<file path="src/rtl/synth_reg_write_arbiter_pkg.sv">
// Shared definitions for the synth register write arbiter: address map, requester ids, freq lock states.
package synth_reg_pkg;

  localparam logic [7:0] ADDR_CTRL      = 8'h00;
  localparam logic [7:0] ADDR_FREQ_LOW  = 8'h02;
  localparam logic [7:0] ADDR_FREQ_MID  = 8'h03;
  localparam logic [7:0] ADDR_FREQ_HIGH = 8'h04;
  localparam logic [7:0] ADDR_DUTY      = 8'h05;
  localparam logic [7:0] ADDR_VOLUME    = 8'h06;
  localparam logic [7:0] ADDR_STATUS    = 8'h12;

  typedef enum logic {
    REQ_SPI  = 1'b0,
    REQ_AUTO = 1'b1
  } req_id_t;

  typedef enum logic [1:0] {
    IDLE      = 2'd0,
    LOCK_SPI  = 2'd1,
    LOCK_AUTO = 2'd2
  } lock_state_t;

  function automatic logic is_freq_addr(input logic [7:0] addr);
    return (addr >= ADDR_FREQ_LOW) && (addr <= ADDR_FREQ_HIGH);
  endfunction

endpackage

</file>
<file path="src/rtl/synth_reg_write_arbiter_if.sv">
// Write handshake bundle for the two register-bank requesters (SPI and AUTO).
interface synth_reg_write_arbiter_if;
  logic       spi_valid;
  logic       spi_ready;
  logic [7:0] spi_addr;
  logic [7:0] spi_data;
  logic       auto_valid;
  logic       auto_ready;
  logic [7:0] auto_addr;
  logic [7:0] auto_data;

  modport master (
    output spi_valid, spi_addr, spi_data, auto_valid, auto_addr, auto_data,
    input  spi_ready, auto_ready
  );

  modport slave (
    input  spi_valid, spi_addr, spi_data, auto_valid, auto_addr, auto_data,
    output spi_ready, auto_ready
  );
endinterface

</file>
<file path="src/rtl/synth_reg_write_arbiter_arb_core.sv">
// Two-requester arbiter (bit 0 = SPI, bit 1 = AUTO), combinational one-hot grant.
// Default: SPI priority with starvation escape; SYNTH_REG_ARB_RR_EN selects round-robin.
module synth_reg_arb_core
  import synth_reg_pkg::*;
#(
  parameter int STARVE_MAX = 4
) (
  input  logic       clk,
  input  logic       rst,
  input  logic [1:0] valid,
  input  logic [1:0] mask,
  output logic [1:0] grant
);

  logic [1:0] req;
  assign req = rst ? 2'b00 : (valid & ~mask);

`ifdef SYNTH_REG_ARB_RR_EN
  req_id_t last_win;

  always_comb begin
    grant = req;
    if (req == 2'b11) begin
      grant = (last_win == REQ_SPI) ? 2'b10 : 2'b01;
    end
  end

  // Starts as AUTO so the first contended cycle goes to SPI.
  always_ff @(posedge clk) begin
    if (rst) begin
      last_win <= REQ_AUTO;
    end else if (req == 2'b11) begin
      last_win <= grant[1] ? REQ_AUTO : REQ_SPI;
    end
  end
`else
  localparam int CW = $clog2(STARVE_MAX + 1);
  logic [CW-1:0] starve_cnt;

  always_comb begin
    grant = req;
    if (req == 2'b11) begin
      grant = (starve_cnt == CW'(STARVE_MAX)) ? 2'b10 : 2'b01;
    end
  end

  // Masked AUTO requests are not lost arbitrations, so req (not valid) drives the count.
  always_ff @(posedge clk) begin
    if (rst || grant[1]) begin
      starve_cnt <= '0;
    end else if (req[1] && (starve_cnt != CW'(STARVE_MAX))) begin
      starve_cnt <= starve_cnt + 1'b1;
    end
  end
`endif

endmodule

</file>
<file path="src/rtl/synth_reg_write_arbiter.sv">
// Synth register bank: arbitrates SPI/AUTO writes, owns live regs, commits 24-bit freq atomically.
// SYNTH_REG_ARB_RR_EN switches the arbiter from SPI priority + starvation escape to round-robin.
module synth_reg_write_arbiter
  import synth_reg_pkg::*;
#(
  parameter int STARVE_MAX   = 4,
  parameter int LOCK_TIMEOUT = 255
) (
  input  logic                       clk,
  input  logic                       rst,
  synth_reg_write_arbiter_if.slave   wr,
  input  logic                       status_gate_active,
  input  logic                       status_osc_running,
  output logic [7:0]                 reg_control,
  output logic [7:0]                 reg_freq_low,
  output logic [7:0]                 reg_freq_mid,
  output logic [7:0]                 reg_freq_high,
  output logic [7:0]                 reg_duty,
  output logic [7:0]                 reg_volume,
  output logic [7:0]                 reg_status,
  output logic                       freq_commit,
  output logic                       addr_err
);

  localparam int CNT_W = $clog2(LOCK_TIMEOUT + 1);

  lock_state_t      lock_state, lock_next;
  logic [CNT_W-1:0] lock_cnt;
  logic             owner_touch;
  logic [1:0]       valid, mask, grant;
  logic             xfer;
  req_id_t          xfer_id;
  logic [7:0]       addr, data;
  logic [7:0]       shadow_low, shadow_mid;

  assign reg_status = {6'b0, status_osc_running, status_gate_active};

  assign valid = {wr.auto_valid, wr.spi_valid};

  // The non-owner is held off freq addresses while a sequence is in flight.
  always_comb begin
    mask = 2'b00;
    case (lock_state)
      LOCK_SPI:  mask[1] = is_freq_addr(wr.auto_addr);
      LOCK_AUTO: mask[0] = is_freq_addr(wr.spi_addr);
      default:   mask = 2'b00;
    endcase
  end

  synth_reg_arb_core #(.STARVE_MAX(STARVE_MAX)) u_arb (
    .clk   (clk),
    .rst   (rst),
    .valid (valid),
    .mask  (mask),
    .grant (grant)
  );

  assign wr.spi_ready  = grant[0];
  assign wr.auto_ready = grant[1];

  assign xfer    = |grant;
  assign xfer_id = grant[1] ? REQ_AUTO : REQ_SPI;
  assign addr    = grant[1] ? wr.auto_addr : wr.spi_addr;
  assign data    = grant[1] ? wr.auto_data : wr.spi_data;

  always_comb begin
    lock_next   = lock_state;
    owner_touch = 1'b0;
    case (lock_state)
      IDLE: begin
        if (xfer && ((addr == ADDR_FREQ_LOW) || (addr == ADDR_FREQ_MID))) begin
          lock_next = (xfer_id == REQ_AUTO) ? LOCK_AUTO : LOCK_SPI;
        end
      end
      LOCK_SPI, LOCK_AUTO: begin
        owner_touch = xfer && is_freq_addr(addr) &&
                      (xfer_id == ((lock_state == LOCK_AUTO) ? REQ_AUTO : REQ_SPI));
        if (owner_touch && (addr == ADDR_FREQ_HIGH)) begin
          lock_next = IDLE;
        end else if (!owner_touch && (lock_cnt == CNT_W'(LOCK_TIMEOUT - 1))) begin
          lock_next = IDLE;
        end
      end
      default: lock_next = IDLE;
    endcase
  end

  always_ff @(posedge clk) begin
    if (rst) begin
      lock_state <= IDLE;
    end else begin
      lock_state <= lock_next;
    end
  end

  always_ff @(posedge clk) begin
    if (rst || (lock_state == IDLE) || owner_touch) begin
      lock_cnt <= '0;
    end else begin
      lock_cnt <= lock_cnt + 1'b1;
    end
  end

  always_ff @(posedge clk) begin
    if (rst) begin
      reg_control   <= 8'h00;
      reg_freq_low  <= 8'h00;
      reg_freq_mid  <= 8'h00;
      reg_freq_high <= 8'h00;
      reg_duty      <= 8'h00;
      reg_volume    <= 8'h00;
      shadow_low    <= 8'h00;
      shadow_mid    <= 8'h00;
      freq_commit   <= 1'b0;
      addr_err      <= 1'b0;
    end else begin
      freq_commit <= 1'b0;
      addr_err    <= 1'b0;
      if (xfer) begin
        case (addr)
          ADDR_CTRL:      reg_control <= data;
          ADDR_FREQ_LOW:  shadow_low  <= data;
          ADDR_FREQ_MID:  shadow_mid  <= data;
          ADDR_FREQ_HIGH: begin
            {reg_freq_high, reg_freq_mid, reg_freq_low} <= {data, shadow_mid, shadow_low};
            freq_commit <= 1'b1;
          end
          ADDR_DUTY:      reg_duty    <= data;
          ADDR_VOLUME:    reg_volume  <= data;
          ADDR_STATUS:    addr_err    <= 1'b1;
          default:        addr_err    <= 1'b1;
        endcase
      end
    end
  end

endmodule

</file>
<file path="src/flat_wrapper.sv">
// flat-port wrapper written by rule: the top's interface ports become plain ports
module synth_reg_write_arbiter_flat import synth_reg_pkg::*;
#(
  parameter int STARVE_MAX   = 4,
  parameter int LOCK_TIMEOUT = 255
)
  (clk, rst, status_gate_active, status_osc_running, reg_control, reg_freq_low, reg_freq_mid, reg_freq_high, reg_duty, reg_volume, reg_status, freq_commit, addr_err, wr_spi_valid, wr_spi_addr, wr_spi_data, wr_auto_valid, wr_auto_addr, wr_auto_data, wr_spi_ready, wr_auto_ready);
  synth_reg_write_arbiter_if wr_i ();
  input  logic clk;
  input  logic rst;
  input  logic status_gate_active;
  input  logic status_osc_running;
  output logic [7:0] reg_control;
  output logic [7:0] reg_freq_low;
  output logic [7:0] reg_freq_mid;
  output logic [7:0] reg_freq_high;
  output logic [7:0] reg_duty;
  output logic [7:0] reg_volume;
  output logic [7:0] reg_status;
  output logic freq_commit;
  output logic addr_err;
  input wire logic [$bits(wr_i.spi_valid)-1:0] wr_spi_valid;
  input wire logic [$bits(wr_i.spi_addr)-1:0] wr_spi_addr;
  input wire logic [$bits(wr_i.spi_data)-1:0] wr_spi_data;
  input wire logic [$bits(wr_i.auto_valid)-1:0] wr_auto_valid;
  input wire logic [$bits(wr_i.auto_addr)-1:0] wr_auto_addr;
  input wire logic [$bits(wr_i.auto_data)-1:0] wr_auto_data;
  output wire logic [$bits(wr_i.spi_ready)-1:0] wr_spi_ready;
  output wire logic [$bits(wr_i.auto_ready)-1:0] wr_auto_ready;
  assign wr_i.spi_valid = wr_spi_valid;
  assign wr_i.spi_addr = wr_spi_addr;
  assign wr_i.spi_data = wr_spi_data;
  assign wr_i.auto_valid = wr_auto_valid;
  assign wr_i.auto_addr = wr_auto_addr;
  assign wr_i.auto_data = wr_auto_data;
  assign wr_spi_ready = wr_i.spi_ready;
  assign wr_auto_ready = wr_i.auto_ready;
  synth_reg_write_arbiter #(.STARVE_MAX(STARVE_MAX), .LOCK_TIMEOUT(LOCK_TIMEOUT)) u_core (.clk(clk), .rst(rst), .wr(wr_i), .status_gate_active(status_gate_active), .status_osc_running(status_osc_running), .reg_control(reg_control), .reg_freq_low(reg_freq_low), .reg_freq_mid(reg_freq_mid), .reg_freq_high(reg_freq_high), .reg_duty(reg_duty), .reg_volume(reg_volume), .reg_status(reg_status), .freq_commit(freq_commit), .addr_err(addr_err));
endmodule
</file>
<file path="config.mk">
export PLATFORM = sky130hd
export DESIGN_NAME = synth_reg_write_arbiter_flat
export DESIGN_NICKNAME = d
export VERILOG_FILES = /design/src/rtl/synth_reg_write_arbiter_pkg.sv /design/src/rtl/synth_reg_write_arbiter_if.sv /design/src/rtl/synth_reg_write_arbiter_arb_core.sv /design/src/rtl/synth_reg_write_arbiter.sv /design/src/flat_wrapper.sv
export SDC_FILE = /design/constraint.sdc
export NUM_CORES = 1
export LEC_CHECK = 0
export CORE_MARGIN = 4
export CORE_UTILIZATION = 40
export CTS_CLUSTER_SIZE = 28
export DETAILED_ROUTE_END_ITERATION = 10
export PLACE_DENSITY_LB_ADDON = 0.2
export REMOVE_ABC_BUFFERS = 1
export SYNTH_ARGS = -nofsm -noshare
export SYNTH_HDL_FRONTEND = slang
export SYNTH_SLANG_ARGS = --single-unit
</file>
<file path="constraint.sdc">
create_clock -name clk -period 5.85 [get_ports clk]
set_input_delay 1.17 -clock clk [delete_from_list [all_inputs] [get_ports clk]]
set_output_delay 1.17 -clock clk [all_outputs]
set_load 0.05 [all_outputs]
</file>
## Yosys cells after proc, flatten, opt, wreduce, memory -nomap -nowiden

Index checks and enable logic that the tools add are counted.

- Order comparisons: 6
- $add $sub $neg: 2
- Bitwise logic cells: 3
- Multiplexer cells: 17
- Reductions and logical operators: 27
- Eq/ne operators: 14

Operators with widths:

| operator | count |
|---|---|
| 8-bit by 3-bit equality test with 1-bit output, second input constant | 3 |
| 8-bit by 2-bit greater-or-equal comparator with 1-bit output, second input constant | 3 |
| 8-bit by 3-bit less-or-equal comparator with 1-bit output, second input constant | 3 |
| 8-bit by 2-bit equality test with 1-bit output, second input constant | 2 |
| 8-bit 2-to-1 mux | 2 |
| 2-bit 2-to-1 mux | 7 |
| 2-bit AND reduction | 7 |
| 1-bit logical AND | 9 |
| 8-bit by 1-bit adder with 8-bit output, second input constant | 1 |
| 8-bit equality test, second input constant | 1 |
| 8-bit logical NOT | 1 |
| 1-bit 2-to-1 mux | 7 |
| 2-bit OR reduction | 3 |
| 6-bit OR reduction | 1 |
| 2-bit equality test, second input constant | 2 |
| 1-bit logical OR | 4 |
| 2-bit one-hot mux with 2 select lines | 1 |
| 3-bit by 1-bit adder with 3-bit output, second input constant | 1 |
| 3-bit equality test, second input constant | 1 |
| 3-bit by 1-bit inequality test with 1-bit output, second input constant | 1 |
| 3-bit inequality test, second input constant | 1 |
| 2-bit bitwise AND | 1 |
| 2-bit by 1-bit equality test with 1-bit output, second input constant | 1 |
| 2-bit logical NOT | 1 |
| other kinds (5) | 5 |

- Bits of input ports: 38
- Word-level logic and storage cells: 82
- Output and inout bits: 60
- Register bits after elaboration: 79

## Longest topological paths before layout

Gate-level depths: netlist of run 1.

- Word-level depth: 18
- Depth in mapped cells: 11
- Gate-level depth less buffers: 9

## Hierarchy

A second synthesis of run 1 with hierarchy kept.

- Cell total of the unflattened synthesis: 373
- Area, all modules: 3454.6 sq um

By module, submodules not included:

| module | cells an instance | area an instance (sq um) | sequential area each (sq um) | times used |
|---|---|---|---|---|
| synth_reg_write_arbiter | 349 | 3254.4 | 1521.5 | 1 |
| synth_reg_arb_core | 24 | 200.2 | 60.1 | 1 |

## Worst setup path after synthesis of run 1

No wires, ideal clock.

- Path type: input to output
- Start point: input wr_auto_addr[3]
- End point: output wr_spi_ready
- Slack: 2288 ps
- Data arrival time: 2392 ps
- Buffers on the path: 0
- Cell stages on the path: 4
- Data required time: 4680 ps
- Cell sequence: nor3_2 -> and3_1 -> a211oi_1 -> nor2_1

- Cells in the longest elaborated chain, start to end: 8
- Elaborated cells between the ends (all ways): 9
- Those cells by class: 2 x order compare; 1 x eq/ne; 3 x mux; 2 x bitwise; 1 x reduce/logical

Ends and longest elaborated chain:

| what | line | source |
|---|---|---|
| start, declared | flat_wrapper.sv:26 | `input wire logic [$bits(wr_i.auto_addr)-1:0] wr_auto_addr;` |
| 8-bit by 2-bit greater-or-equal comparator with 1-bit output or 8-bit by 3-bit less-or-equal comparator with 1-bit output (tied branches) | synth_reg_write_arbiter_pkg.sv:24 | `return (addr >= ADDR_FREQ_LOW) && (addr <= ADDR_FREQ_HIGH);` |
| 1-bit logical AND * | synth_reg_write_arbiter_pkg.sv:24 |  |
| 1-bit 2-to-1 mux * | synth_reg_write_arbiter.sv:43 | `case (lock_state)` |
| 2-bit inverter * | synth_reg_write_arbiter_arb_core.sv:16 | `assign req = rst ? 2'b00 : (valid & ~mask);` |
| 2-bit bitwise AND * | synth_reg_write_arbiter_arb_core.sv:16 |  |
| 2-bit 2-to-1 mux * | synth_reg_write_arbiter_arb_core.sv:16 |  |
| 2-bit equality test * | synth_reg_write_arbiter_arb_core.sv:42 | `if (req == 2'b11) begin` |
| 2-bit 2-to-1 mux * | synth_reg_write_arbiter_arb_core.sv:42 |  |
| end, declared | flat_wrapper.sv:28 | `output wire logic [$bits(wr_i.spi_ready)-1:0] wr_spi_ready;` |

Mark *: on every way between the ends. The rest lies on a longest branch, timed or not.

## Worst setup path after layout of run 1

- Start point: input wr_auto_addr[1]
- End point: output wr_auto_ready

- Cells in the longest elaborated chain, start to end: 8
- Elaborated cells between the ends (all ways): 9
- Those cells by class: 2 x order compare; 1 x eq/ne; 3 x mux; 2 x bitwise; 1 x reduce/logical

Ends and longest elaborated chain:

| what | line | source |
|---|---|---|
| 8-bit by 2-bit greater-or-equal comparator with 1-bit output or 8-bit by 3-bit less-or-equal comparator with 1-bit output (tied branches) | synth_reg_write_arbiter_pkg.sv:24 |  |
| 1-bit logical AND * | synth_reg_write_arbiter_pkg.sv:24 |  |
| 1-bit 2-to-1 mux * | synth_reg_write_arbiter.sv:43 |  |
| 2-bit inverter * | synth_reg_write_arbiter_arb_core.sv:16 |  |
| 2-bit bitwise AND * | synth_reg_write_arbiter_arb_core.sv:16 |  |
| 2-bit 2-to-1 mux * | synth_reg_write_arbiter_arb_core.sv:16 |  |
| 2-bit equality test | synth_reg_write_arbiter_arb_core.sv:42 |  |
| 2-bit 2-to-1 mux * | synth_reg_write_arbiter_arb_core.sv:42 |  |
| end, declared | flat_wrapper.sv:29 | `output wire logic [$bits(wr_i.auto_ready)-1:0] wr_auto_ready;` |

Marked as above.

==> results of run 1 <==
==> cell usage after synthesis, types with 2 or more instances <==
cell type	count	area, um2
a22oi_1	3	22.52
nand3_4	2	35.03
xor2_1	5	43.79
clkbuf_8	2	27.53
clkbuf_1	4	15.01
o211ai_1	2	15.01
a21oi_1	6	30.03
o21ai_2	2	17.52
buf_8	2	30.03
nor2_1	81	304.0
buf_4	13	97.59
nand4_1	2	12.51
a211oi_1	4	30.03
and3_1	6	37.54
nor2b_1	2	12.51
mux2i_1	67	670.6
nand2_1	10	37.54
nand2b_1	2	12.51
nor3_1	5	25.02
nand3_1	11	55.05
inv_1	10	37.54
buf_6	4	45.04
o21ai_0	2	10.01
ha_1	7	87.58
dfxtp_1	79	1582
and2b_2	2	17.52
or3_1	3	18.77
mux2_2	8	90.09
==> cell families after synthesis <==
group           share of synthesized area, %
flops                                  41.74
compound gates                         8.752
simple gates                           17.83
buf+inv                                7.794
other cells                          0.09898
xor+xnor                               1.387
fa+ha+maj                              2.312
mux                                    20.08
==> area by class of cell <==
type / count / area [um2] / area share (%)
clock buffer: 9 / 123.9 / 2.569
sequential: 79 / 1582 / 32.80
timing repair buffer: 92 / 903.4 / 18.73
inverter: 11 / 41.29 / 0.8563
tap: 129 / 161.4 / 3.347
multi-input combinational: 265 / 1931 / 40.04
clock inverter: 7 / 80.08 / 1.661
==> worst max path at each step <==
stage	cells past startpoint	end	start
after floorplan	7	u_core.reg_freq_high[0]	wr_auto_addr[3]
after global placement	7	wr_auto_ready	wr_auto_addr[1]
after detailed placement	7	wr_auto_ready	wr_auto_addr[1]
after CTS	7	wr_auto_ready	wr_auto_addr[1]
after global routing	7	wr_auto_ready	wr_spi_addr[1]
final	7	wr_auto_ready	wr_auto_addr[1]
==> sequential cells by signal (all words and copies together) (netlist names) <==
register	cells
u_core.reg_volume	8
u_core.reg_freq_mid	8
u_core.shadow_low	8
u_core.lock_cnt	8
u_core.addr_err	1
u_core.lock_state	2
u_core.reg_control	8
u_core.reg_freq_low	8
u_core.shadow_mid	8
u_core.reg_duty	8
u_core.u_arb.starve_cnt	3
u_core.reg_freq_high	8
u_core.freq_commit	1
==> where the power goes <==
group	switching (mW)	internal, mW	total [mW]
logic	0.0845	0.0584	0.143
clock network	0.206	0.203	0.409
registers	0.00808	0.545	0.553
total	0.298	0.806	1.10
==> per-layer routing <==
layer  global-route usage [%]  routed length (um)  up-vias
li1                         -                   -     1450
met4                    5.623                 135        2
met2                    26.28                4188       72
met3                    4.838                 607       12
met5                        0                  13        -
met1                    19.71                3917     1375
==> worst reg2reg max path: cells and delay by family, from the launching register on <==
| kind | cells | cell delay (ns) |
|---|---|---|
| AND/OR/NAND/NOR | 2 | 0.14 |
| multiplexers | 1 | 0.26 |
| AO/OA/AOI/OAI | 3 | 1.64 |
| buffers and inverters | 1 | 0.08 |
| flip-flops | 1 | 0.34 |
| adder cells (fa/ha/maj) | 1 | 0.17 |
==> run summary, run 1 <==
Slew Limit Fails = 0
CORE AREA = 9240 um2
Mapped Area = 3789 um2
global-route wire length before repair = 14,380 um
placed cells = 576
min cycle time layout = 4.803 ns
Final Instance Count excl. Fillers = 592
RSZ-0062 raised after global routing = false
clock sinks = 79
Avg Cell Area, Syn = 10.02 um2
CP arrival = 3.63 ns
outcome = complete, no violations
Async SR Flop Fraction = 0%
Design Power = 1.105 mW
worst min path class = reg2reg
Worst-path clk slew = 0.08 ns
area grow syn2layout = 27.28%
Cell Pwr Density = 229.1 nW/um2
synth unique cells = 60
WP buf/inv = 3
Mapped Cells = 378
Inserted Clock Buffers = 9
WHS = 0.4967 ns
Worst Hold Path EP = u_core.reg_freq_low[6]
worst-margin pin slew = 0.8920 ns
die width = 105.3 um
CP top delay family = buffers and inverters
Detailed Place HPWL = 6254 um
sequential fraction of the synthesis area = 41.74%
Leakage Power = 1.818 nW
worst reg2reg setup slack = 3.08 ns
fmax = 208.2 MHz
DR DRC count = 0
Post-CTS Resized = 0
worst slack at placement = 1.072 ns
diode count = 0
grt ovf = 0
Core Util, Final = 52.19%
worst hold start = u_core.reg_freq_low[6]
post-route clock skew = 0.009474 ns
port buffer count = 87
most used cell, CP = clkdlybuf4s50_1
Total Wirelength = 8862 um
Final setup viols = 0
Critical Path End Type = output pin
max incr delay on CP = 0.82 ns
die area = 11,090 um2
Vias = 2,911
CTS tree = done
CP Launch Type = input pin
overall global routing resource usage = 15.96%
Hold Fails Final Rpt = 0
critical path's slowest cell = clkdlybuf4s50_1
commonest non-fill, non-tap cell in the layout = clkdlybuf4s50_1
Max Cap Viol = 0
CTS root buf = clkbuf_8
height of the die = 105.3 um
row count = 35
critical register-to-register path startpoint = u_core.lock_state[1]
routability congestion estimate = 0.8304
initial antenna violation count = 1
Synth Flop Type = dfxtp_1
clk_lat worst skew = 0.34 ns
hold buffer count at cts = 0
DR iter-0 viols = 90
starting density of the core = 41.00%
Worst Hold Depth = 2
layout cell share with drive strength beyond 1 = 11.45%
DRT Pass-1 Iters = 5
ANT nets after route = 0
FILL cells = 844
Final TNS setup = 0 ns
Worst Path Required = 4.68 ns
commonest non-fill, non-tap cells in the layout = clkdlybuf4s50_1 (86), nor2_1 (81), dfxtp_1 (79)
kind of critical path = in2out
Ports = 98
vias in the first global route = 2,888
final setup margin = 1.047 ns
Final period util = 82.11%
Worst R2R Path Depth = 8
Final Instance Area = 4822 um2
nets = 503
crit path cell chain = clkdlybuf4s50_1, nor2_1, a21o_4, a21oi_4, nand2_1, inv_2, clkdlybuf4s50_1
Vias/cell = 4.917
CTS HTree Levels = 3
CTS max path bufs = 2
largest net degree at the start of global routing = 68
Yosys reg bits = 79
Post-synth EDFFs = 0
relative slew slack = 40.14%
placed cell area = 4618 um2
Peak VDD IR = 0.0001289 V
RR Endpoint = u_core.reg_duty[2]
Yosys warning count = 0
Wirelength per Cell = 14.97 um
crit path max fanout = 12
Setup Buffers After CTS = 0
Note: power is estimated with default switching activity, not from simulation.
==> run 2, diff against run 1 <==
Clock period 5.85 ns to 4.19 ns, I/O delays scaled along.
==> run summary, run 2 (synthesis results as in run 1) <==
met1 wire length = 4043 um
crit path max fanout = 9
Inserted Clock Buffers = 9
clock sinks = 79
Final TNS setup = 0 ns
hold buffer count at cts = 0
CTS max path bufs = 2
CTS HTree Levels = 3
outcome = complete, no violations
global-route wire length before repair = 14,530 um
commonest non-fill, non-tap cell in the layout = clkdlybuf4s50_1
largest net degree at the start of global routing = 51
max incr delay on CP = 0.71 ns
fmax = 260.6 MHz
ANT nets after route = 0
Setup Buffers After CTS = 0
Detailed Place HPWL = 6361 um
row count = 35
Peak VDD IR = 0.0001925 V
critical path's slowest cell = clkdlybuf4s50_1
initial antenna violation count = 0
Ports = 98
height of the die = 105.3 um
DRT Pass-1 Iters = 4
Design Power = 1.513 mW
Hold Fails Final Rpt = 0
Final setup viols = 0
layout cell share with drive strength beyond 1 = 12.79%
Critical Path End Type = output pin
RSZ-0062 raised after global routing = false
nets = 509
DR DRC count = 0
WL met3 = 700 um
post-route clock skew = 0.008749 ns
clock power share = 35.5%
min cycle time layout = 3.837 ns
area grow syn2layout = 28.70%
DR iter-0 viols = 121
Reg power frac = 51.0%
Leakage Power = 1.845 nW
commonest non-fill, non-tap cells in the layout = clkdlybuf4s50_1 (85), nor2_1 (81), dfxtp_1 (79)
Met2 Wirelength = 4037 um
Max Cap Viol = 0
overall global routing resource usage = 16.36%
Post-CTS Resized = 0
Slew Limit Fails = 0
Vias = 2,966
CORE AREA = 9240 um2
Worst Path Required = 3.35 ns
kind of critical path = in2out
relative slew slack = 60.12%
starting density of the core = 41.00%
Final period util = 91.57%
CTS root buf = clkbuf_8
die width = 105.3 um
CP Launch Type = input pin
routability congestion estimate = 0.8707
vias in the first global route = 2,884
die area = 11,090 um2
Cell Pwr Density = 310.4 nW/um2
Worst-path clk slew = 0.08 ns
Wirelength per Cell = 14.87 um
FILL cells = 878
Sw Pwr = 426.6 uW
Highest Signal Layer = met4
CP arrival = 3.00 ns
grt ovf = 0
Logic pwr share = 13.5%
diode count = 0
Total Wirelength = 8890 um
crit path cell chain = clkdlybuf4s50_1, nor2_1, a21o_4, a211oi_1, nor2_1, clkdlybuf4s50_1
Vias/cell = 4.960
worst min path class = reg2reg
clk_lat worst skew = 0.35 ns
switching power share of the total = 28.19%
Internal Pwr Total = 1.087 mW
CTS tree = done
port buffer count = 87
worst-margin pin slew = 0.5980 ns
## run 2: worst max-delay path: cells and delay by family
kind                   cells  cell delay, ns
buffers and inverters      2            1.34
and+or+nand+nor            2            0.18
AOI/OAI and AO/OA          2            0.64
## run 2: cell type report
type | count | area (um2) | area share (%)
inverter | 11 | 41.29 | 0.8468
timing repair buffer | 98 | 970.9 | 19.91
tap | 129 | 161.4 | 3.310
multi-input combinational | 265 | 1931 | 39.59
sequential | 79 | 1582 | 32.44
clock buffer | 10 | 137.6 | 2.823
clock inverter | 6 | 52.55 | 1.078
## run 2: path summary, 6_finish.rpt
kind / from / end / slack [ns] / cells after the start
setup / recovery: wr_auto_addr[1] / wr_spi_ready / 0.35 / 6
hold / removal: u_core.reg_freq_high[4] / u_core.reg_freq_high[4] / 0.50 / 2
setup reg to reg: u_core.lock_state[0] / u_core.lock_state[0] / 1.61 / 9
hold reg to reg: u_core.reg_freq_high[4] / u_core.reg_freq_high[4] / 0.50 / 2
## run 2: power groups by stage
stage	clock [mW]	combinational (mW)	sequential [mW]
floorplan	0	0.117	0.792
global placement	0	0.203	0.789
detailed placement	0	0.204	0.790
CTS	0.554	0.205	0.772
global route	0.592	0.222	0.774
finish	0.537	0.204	0.772
## run 2: metrics by stage
stage | std cells | area, um2 | hold slack (ns) | utilization [%] | worst slack, ns
4_1_cts | 598 | 4876 | 0.5034 | 52.77 | 0.3696
5_1_grt | 598 | 4876 | 0.5316 | 52.77 | 0.2292
2_1_floorplan | 355 | 3553 | 0.4515 | - | 0.8041
3_3_place_gp | 582 | 4686 | 0.4715 | 50.71 | 0.4317
3_5_place_dp | 582 | 4686 | 0.4814 | 50.71 | 0.3744
6_report | 598 | 4876 | 0.4978 | 52.77 | 0.3530
## run 2: routing by layer
layer / up-vias / GRT usage (%)
li1: 1464 / -
met1: 1401 / 20.58
met2: 93 / 25.73
met3: 8 / 5.695
met4: 0 / 6.186
met5: - / 0
==> run 3, diff against run 2 <==
Settings changed: CORE_ASPECT_RATIO set to 1.5.
==> run summary, run 3 (synthesis results as in run 1) <==
DR iter-0 viols = 119
Cell Pwr Density = 354.9 nW/um2
Inserted Clock Buffers = 9
overall global routing resource usage = 17.16%
CORE AREA = 9254 um2
Slew Limit Fails = 0
Worst-path clk slew = 0.06 ns
Max Cap Viol = 0
Detailed Place HPWL = 6673 um
starting density of the core = 40.94%
DRT Pass-1 Iters = 4
CP Launch Type = input pin
CTS HTree Levels = 3
largest net degree at the start of global routing = 41
global-route wire length before repair = 14,880 um
CTS max path bufs = 2
critical path's slowest cell = clkdlybuf4s50_1
hold buffer count at cts = 0
crit path cell chain = clkdlybuf4s50_1, nor2_1, a21o_4, a211oi_1, buf_4, nor2_1, clkdlybuf4s50_1
initial antenna violation count = 0
CP arrival = 2.96 ns
area grow syn2layout = 31.51%
placed cell area = 4672 um2
fmax = 263.3 MHz
Total Wirelength = 9235 um
Vias/cell = 5.017
WP buf/inv = 3
Post-CTS Resized = 0
Design Power = 1.768 mW
Ports = 98
routability congestion estimate = 0.9200
kind of critical path = in2out
die width = 87.47 um
Final period util = 90.63%
vias in the first global route = 2,998
DR DRC count = 0
Setup Buffers After CTS = 0
die area = 11,130 um2
Final Instance Area = 4982 um2
CP top delay family = buffers and inverters
Final TNS setup = 0 ns
worst min path class = reg2reg
crit path max fanout = 9
max incr delay on CP = 0.70 ns
clk_lat worst skew = 0.33 ns
relative slew slack = 63.29%
Vias = 2,920
worst-margin pin slew = 0.5489 ns
port buffer count = 87
nets = 510
Critical Path End Type = output pin
row count = 43
commonest non-fill, non-tap cell in the layout = clkdlybuf4s50_1
CTS root buf = clkbuf_16
layout cell share with drive strength beyond 1 = 12.77%
height of the die = 127.2 um
commonest non-fill, non-tap cells in the layout = clkdlybuf4s50_1 (85), nor2_1 (81), dfxtp_1 (79)
grt ovf = 0
Leakage Power = 1.913 nW
Final setup viols = 0
Hold Fails Final Rpt = 0
post-route clock skew = 0.006317 ns
Worst Path Required = 3.35 ns
ANT nets after route = 0
diode count = 0
Wirelength per Cell = 15.87 um
min cycle time layout = 3.798 ns
RSZ-0062 raised after global routing = false
outcome = complete, no violations
CTS tree = done
Peak VDD IR = 0.0003615 V
clock sinks = 79
==> run 3: changes by cell type in the layout (fill, tap and decap cells not counted), moves of 2 or more <==
cell and delta:
clkbuf_16 +9, clkbuf_8 -7, clkinvlp_4 -2, inv_6 -2
clkinv_2 +2
==> run 3: layer usage <==
metal / wire length (um) / vias to the layer above / global-route usage [%]
met4: 374 / 0 / 9.395
li1: - / 1457 / -
met1: 3758 / 1353 / 19.30
met5: 0 / - / 0
met3: 520 / 27 / 4.774
met2: 4582 / 83 / 28.73
==> run 3: tightest hold or removal path, cell delays in order (launching register included) <==
cell,delay (ns)
dfxtp_1,0.31
o21ai_0,0.07
a21oi_1,0.06
==> run 3: cell type report <==
class / instances / area [um2]
Clock buffer: 13 / 270.3
Fill cell: 869 / 4272
Inverter: 11 / 41.29
Tap cell: 112 / 140.1
Sequential cell: 79 / 1582
Clock inverter: 3 / 40.04
Multi-Input combinational cell: 265 / 1931
Timing Repair Buffer: 99 / 978.4
==> run 3: worst paths after layout <==
check	depth (start not counted)	end	slack, ns	start
worst max-delay path	7	wr_spi_ready	0.39	wr_auto_addr[1]
worst min register to register	2	u_core.u_arb.starve_cnt[2]	0.48	u_core.u_arb.starve_cnt[2]
worst max register to register	9	u_core.lock_state[1]	1.59	u_core.u_arb.starve_cnt[0]
worst min-delay path	2	u_core.u_arb.starve_cnt[2]	0.48	u_core.u_arb.starve_cnt[2]
==> run 3: through the flow <==
step | hold WS, ns | worst slack [ns] | cells | utilization [%]
after global placement | 0.4734 | 0.4145 | 566 | 50.49
after CTS | 0.4843 | 0.3859 | 582 | 53.84
after global routing | 0.5098 | 0.2680 | 582 | 53.84
after floorplan | 0.4515 | 0.8041 | 355 | -
final | 0.4805 | 0.3925 | 582 | 53.84
after detailed placement | 0.4766 | 0.3856 | 566 | 50.49
==> run 3: power breakdown <==
part	leakage, nW	switching (mW)	internal, mW	total, mW
Sequential	0.637	0.0106	0.763	0.773
Clock	0.156	0.282	0.508	0.790
Combinational	1.12	0.121	0.0845	0.205
Total	1.91	0.413	1.35	1.77
